$ cat src/rtl/a1_inv_serial.sv
// Nibble-serial, Boolean-shared inverse of the Midori64 A1 affine layer.
// One nibble of every share is transformed per cycle; shares never mix.
//
// state | meaning
// IDLE  | in_ready high, waiting for an input state
// RUN   | rotate-right by one nibble per cycle, transforming the low nibble
// DONE  | out_valid high, result held until out_ready
module a1_inv_serial #(
    parameter int SHARES = 3,
    parameter int N_NIB  = 16
) (
    input  logic                        clk,
    input  logic                        rst,
    input  logic                        in_valid,
    output logic                        in_ready,
    input  logic [SHARES*4*N_NIB-1:0]   in_state,
    output logic                        out_valid,
    input  logic                        out_ready,
    output logic [SHARES*4*N_NIB-1:0]   out_state
);

    localparam int W  = 4 * N_NIB;
    localparam int CW = (N_NIB > 1) ? $clog2(N_NIB) : 1;

    typedef enum logic [1:0] {
        IDLE = 2'd0,
        RUN  = 2'd1,
        DONE = 2'd2
    } state_t;

    state_t                state, state_nx;
    logic [CW-1:0]         cnt;
    logic [SHARES*W-1:0]   sh;
    logic [SHARES*W-1:0]   sh_step;
    logic                  last;

    // The affine constant only lands on share 0 so the recombined value gets it once.
    function automatic logic [3:0] f_nib(input logic [3:0] o, input logic c);
        return {o[0] ^ o[3] ^ o[2] ^ o[1], o[3] ^ o[1] ^ c, o[3] ^ o[2], o[1]};
    endfunction

    for (genvar s = 0; s < SHARES; s++) begin : g_share
        assign sh_step[s*W +: W] = {f_nib(sh[s*W +: 4], (s == 0)), sh[s*W+4 +: W-4]};
    end

    assign last      = (cnt == CW'(N_NIB - 1));
    assign out_state = sh;

    always_comb begin
        state_nx  = state;
        in_ready  = 1'b0;
        out_valid = 1'b0;
        case (state)
            IDLE: begin
                in_ready = 1'b1;
                if (in_valid) state_nx = RUN;
            end
            RUN: begin
                if (last) state_nx = DONE;
            end
            DONE: begin
                out_valid = 1'b1;
                if (out_ready) state_nx = IDLE;
            end
            default: state_nx = IDLE;
        endcase
    end

    always_ff @(posedge clk) begin
        if (rst) begin
            state <= IDLE;
            cnt   <= '0;
            sh    <= '0;
        end else begin
            state <= state_nx;
            case (state)
                IDLE: begin
                    if (in_valid) begin
                        sh  <= in_state;
                        cnt <= '0;
                    end
                end
                RUN: begin
                    sh  <= sh_step;
                    cnt <= cnt + 1'b1;
                end
                default: ;
            endcase
        end
    end

endmodule

$ cat config.mk
export PLATFORM = sky130hd
export DESIGN_NAME = a1_inv_serial
export DESIGN_NICKNAME = d
export VERILOG_FILES = /design/src/rtl/a1_inv_serial.sv
export SDC_FILE = /design/constraint.sdc
export NUM_CORES = 1
export LEC_CHECK = 0
export BUFFER_PORTS_ARGS = -buffer_cell sky130_fd_sc_hd__buf_2
export CAP_MARGIN = 10
export CORE_AREA = 4 4 151 153
export DETAILED_ROUTE_END_ITERATION = 8
export DIE_AREA = 0 0 155 157
export PLACE_DENSITY_LB_ADDON = 0.3
export SLEW_MARGIN = 15
export SYNTH_ARGS = -nofsm -noshare
export SYNTH_HDL_FRONTEND = slang
export SYNTH_SLANG_ARGS = --single-unit
$ cat constraint.sdc
create_clock -name clk -period 1.4 [get_ports clk]
set_input_delay 0.21 -clock clk [delete_from_list [all_inputs] [get_ports clk]]
set_output_delay 0.21 -clock clk [all_outputs]
set_load 0.02 [all_outputs]
* After elaboration in Yosys (flattened, before gate mapping)
Cells that the tools add are included.
Word-level totals: flip-flop bits (word level) 198, bits of input ports 196, word-level logic and storage cells 40
Operators by class: $add $sub $neg 1, equal/unequal tests 6, multiplexer cells 10, bitwise operators 16, reductions and logical operators 4
Operator list (count):
- $pmux W192 S2 | 1
- $mux W192 | 1
- $xor A1 B1 Y1 | 15
- $pmux W4 S2 | 1
- $mux W2 | 3
- $ne A2 B2 Y1 const B | 3
- $pmux W2 S3 | 1
- $add A4 B1 Y4 const B | 1
- $eq A4 B4 Y1 const B | 1
- $mux W4 | 1
- $reduce_and A3 Y1 | 1
- $eq A2 B1 Y1 const B | 1
- $eq A2 B2 Y1 const B | 1
- $logic_not A2 Y1 | 1
- $mux W1 | 2
- $reduce_and A2 Y1 | 1
- $reduce_bool A2 Y1 | 1
- $not A1 Y1 | 1

* Depth between registers and ports, before layout
depth after elaboration 4, mapped depth 6, mapped depth without buffers 4

* Worst setup path before layout
No wires, ideal clock.
kind reg-to-reg, start register state[0], end register sh[100] (netlist: out_state[100]), library setup time 89 ps, arrival 1232 ps, setup slack 79 ps, cell stages (with the launch flop) 7, buffers on the path 3, period minus slack after synthesis 1321 ps, cells stage by stage dfxtp_1 > nor2b_1 > buf_4 > buf_6 > buf_2 > nand2_1 > a311oi_2
On the way: cells in the longest elaborated chain, start to end 3, elaborated cells on any way between the ends 6, those cells by class 2 x eq/ne; 1 x mux; 3 x reduce/logical
RTL lines:
- start, declared | RTL line 31 | state_t state, state_nx;
- start signal, assigned | RTL line 75 | state <= state_nx;
- $eq A2 B1 Y1 / $logic_not A2 Y1 (equally long branches) | RTL line 76 | case (state)
- $reduce_bool A2 Y1 (no line) / $ne A2 B2 Y1 (equally long branches)
- $reduce_and A2 Y1 (no line)
- end signal, assigned | RTL line 79 | sh <= in_state;
- end signal, assigned | RTL line 84 | sh <= sh_step;
- end, declared | RTL line 33 | logic [SHARES*W-1:0] sh;
Parallel ways exist; a longest one is shown, timed or not. A chain may end at the register's enable or synchronous reset.

* Final worst setup path
start register state[0], end register sh[25] (netlist: out_state[25])
Same word-level chain as after synthesis.

==> results.yml <==
outcome:
  outcome: "finished, violations left"
  violations: "negative setup slack"
die:
  core_region_area_um2: 21550
  chipHeight_um: 157
  boundaryPins: 390
  floorplan.die_area_um2: 24340
  die_width_um: 155
  floorplan.rows: 54
  initial_core_utilization_pct: 42.12
worst_setup_path:
  worstPathRequired_ps: 1730
  total_number_of_cells_along_the_worst_setup_path: 6
  critPathKind: "reg2reg"
  crit_path_frequent_cell: "sky130_fd_sc_hd__clkbuf_16"
  cp.arrival_ps: 1800
  r2r_cells: 6
  cpPeakStageDelay_ps: 390
  crit_path_end_kind: "register"
  kind_of_cell_with_the_highest_combined_delay_on_the_critical_path: "buffers and inverters"
  endpoint: "out_state[25]"
  crit_path_top_delay_cell: "sky130_fd_sc_hd__dfxtp_4"
  worstPathBufferInverterCount: 3
  reg2reg_setup_slack_ps: -70
  timing.critical_path.cells: "nor2b_4 > buf_6 > clkbuf_16 > clkbuf_16 > nand2_1 > a311oi_1"
  regToRegStartpoint: "state[0]"
  crit-reg2reg-capture: "out_state[25]"
  worstSetupStartpointType: "register"
  cp-startpoint: "state[0]"
  worst-path-max-fanout: 8
hold_path:
  min_delay_path_depth: 3
  worst_hold_path_type: "in2reg"
  min_from: "in_state[172]"
timing:
  postLayoutSetupSlackWorst_ps: -69.09
  final.period_utilization_pct: 104.9
  setup_viol: 90
  final_max_slew_viol_count: 0
  finClkSkew_ps: 11.80
  grt_setup_unrepaired: "true"
  timing.max_slew.rel_slack_pct: 72.06
  fmaxAchievable_ghz: 0.6807
  fin_setup_tns_ps: -1647
  final_critical_path_required_period_ps: 1469
  worst_slew_pin_slew_ps: 419.1
  hold_viol_final: 0
  final.hold.worst_slack_ps: 35.80
clock_network:
  cts_root_buffer: "sky130_fd_sc_hd__clkbuf_16"
  cts_htree_levels: 4
  ctsLongestPathBuffers: 2
  clock_insertion_delay_worst_skew_ps: 430
  tritoncts_clock_tree: "yes"
  cts_num_sinks: 198
  postCtsHoldBufs: 0
  path_clk_slew_ps: 80
  cts_inserted_buffers: 17
finish:
  area_occupied_by_multi_input_gates_um2: 5000
  post-route-cell-area_um2: 13490
  area.sequential_um2: 3971
  layout.filler_cells: 1903
  syn_to_final_growth_pct: 48.64
  num-nets-final: 1702
  drive_gt1_share_pct: 43.35
pwr:
  design_power_total_uw: 15390
  switching_power_uw: 5108
  power_density_nw_per_um2: 1140
  power_leakage_uw: 0.006232
  logic_gate_share_of_total_power_pct: 25.8
  worst_ir_drop_vdd_uv: 665.1
  clock_power_share_pct: 31.3
  share_seq_of_total_power_pct: 42.9
  internal-power_uw: 10280
  switching_share_pct: 33.19
flow_run:
  max_cap_viol_count: 0
detailed_routing:
  dr.pass1.iters: 5
  num_vias: 9812
  drt-total-wl_um: 33260
  wl_per_cell_um: 18.49
  drt_drc_violations_left: 0
  detail-route-antenna-nets: 0
  drt-vias-per-instance: 5.454
  drtIter0Drc: 600
yosys:
  synth_warnings: 0
  yosys.area_share.adder_pct: 0.1378
  synth_edf_count: 0
  synth_compound_area_share_pct: 23.39
  async_flop_share_pct: 0
  ys_dominant_reg_cell: "sky130_fd_sc_hd__dfxtp_1"
  synth.yosys.seq_area_share_pct: 43.66
  synth.avg_cell_area_um2: 8.179
  synth.ff_latch_count: 198
  synth_top_family_by_area: "simple AND/OR/NAND/NOR gates"
  mappedNetlistArea_um2: 9079
  synth_xor_area_share_pct: 1.158
  library_cell_occupying_the_most_area_in_the_post_synthesis_netlist: "sky130_fd_sc_hd__dfxtp_1"
  netlist.area_leader.share_pct: 43.66
  synth_top_cells_by_area: "sky130_fd_sc_hd__dfxtp_1, sky130_fd_sc_hd__nand2_1, sky130_fd_sc_hd__a311oi_1"
  yosys-top-cells-count: "sky130_fd_sc_hd__nand2_1, sky130_fd_sc_hd__dfxtp_1, sky130_fd_sc_hd__nor2_1, sky130_fd_sc_hd__a311oi_1, sky130_fd_sc_hd__a311oi_2"
  synth.most_common_cell: "sky130_fd_sc_hd__nand2_1"
  synth_nets: 1307
  yosysUniqueCellTypes: 35
  synth.mux.area_fraction_pct: 0.3308
  synth_cells: 1110
  synth_simple_gate_area_share_pct: 24.90
placed_design:
  port_buffers: 389
  dpl-instance-area_um2: 11570
  gp_congestion: 0.8882
  hpwlAfterDp_um: 21810
global_routing:
  first_global_vias: 8977
  initial_antenna_violation_count: 2
  global_route.usage.total_pct: 23.72
  maximum_number_of_pins_on_one_net_before_global_route_repair: 81
  grt_pass1_wl_um: 47080
  grt.overflow.total: 0
[layer usage]
metal	GRT usage [%]	vias to the layer above	routed length [um]
met3	4.977	55	2288
met2	38.60	406	16370
met4	8.537	2	765
met1	31.29	4672	13830
met5	0	-	7
li1	-	4677	-
[kinds of logic after synthesis]
| kind of cell | Yosys count |
|---|---|
| AND/OR/NAND/NOR | 577 |
| flip-flops | 198 |
| XOR/XNOR | 12 |
| multiplexers | 3 |
| AO/OA/AOI/OAI | 209 |
| adder cells (fa/ha/maj) | 1 |
| buffers and inverters | 110 |
[final cells by class]
cell class	count	share of cell area, %
multi-input cells	802	37.05
clock buffers	20	3.384
flip-flops and latches	198	29.43
diodes	1	0.01854
inverters	2	0.05563
repair buffers	484	26.61
clock inverters	12	0.8530
well taps	280	2.596
[worst min path at each step]
stage / to / slack [ps]
global route: out_state[172] / 30
detailed placement: out_state[12] / 480
CTS: out_state[170] / 10
finish: out_state[172] / 40
global placement: cnt[3] / 470
floorplan: out_state[0] / 370
[registers in the layout, indices dropped and copies added, names as in the netlist]
signal     flops
out_state    192
cnt            4
state          2
[power groups by stage]
stage                     sequential [uW]  clock (uW)  combinational, uW
after floorplan                      7200           0               1470
after global placement               6700           0               3320
after detailed placement             6700           0               3370
after CTS                            6570        4900               3540
after global routing                 6660        5130               4250
final                                6600        4810               3970
[worst min-delay path: cells and delay by family]
| family | cells | cell delay [ps] |
|---|---|---|
| AO/OA/AOI/OAI | 1 | 70 |
| buffers and inverters | 1 | 90 |
| AND/OR/NAND/NOR | 1 | 40 |
[placed cells by master (no fill, tap or decap), types with 5 or more instances in the layout]
cell,instances
sky130_fd_sc_hd__buf_16,10
sky130_fd_sc_hd__nor2_1,180
sky130_fd_sc_hd__nor2_2,6
sky130_fd_sc_hd__nand3b_1,9
sky130_fd_sc_hd__a311oi_2,99
sky130_fd_sc_hd__xor2_1,5
sky130_fd_sc_hd__nand2_2,11
sky130_fd_sc_hd__a311oi_1,82
sky130_fd_sc_hd__clkbuf_16,33
sky130_fd_sc_hd__nand2_4,12
sky130_fd_sc_hd__clkinv_4,5
sky130_fd_sc_hd__buf_6,16
sky130_fd_sc_hd__buf_4,28
sky130_fd_sc_hd__buf_2,386
sky130_fd_sc_hd__o21ai_0,5
sky130_fd_sc_hd__nand2_1,340
sky130_fd_sc_hd__a21oi_1,7
sky130_fd_sc_hd__buf_12,24
sky130_fd_sc_hd__xnor2_1,7
sky130_fd_sc_hd__dfxtp_1,196
[stage by stage]
step           instances  setup WS (ps)  utilization, %
3_5_place_dp        1722         -130.4           53.70
6_report            1799         -69.09           62.61
2_1_floorplan       1110          79.17               -
4_1_cts             1768         -42.24           57.93
3_3_place_gp        1722         -50.32           53.70
5_1_grt             1799         -157.2           62.61
[what timing repair did]
| action | CTS | global route |
|---|---|---|
| pin swaps | 2 | 32 |
| setup buffers | 8 | 11 |
| resized for setup | 23 | 105 |
| gates cloned | 6 | 19 |
| endpoints found under the setup margin | 184 | 182 |
Note: power is estimated with default switching activity, not from simulation.
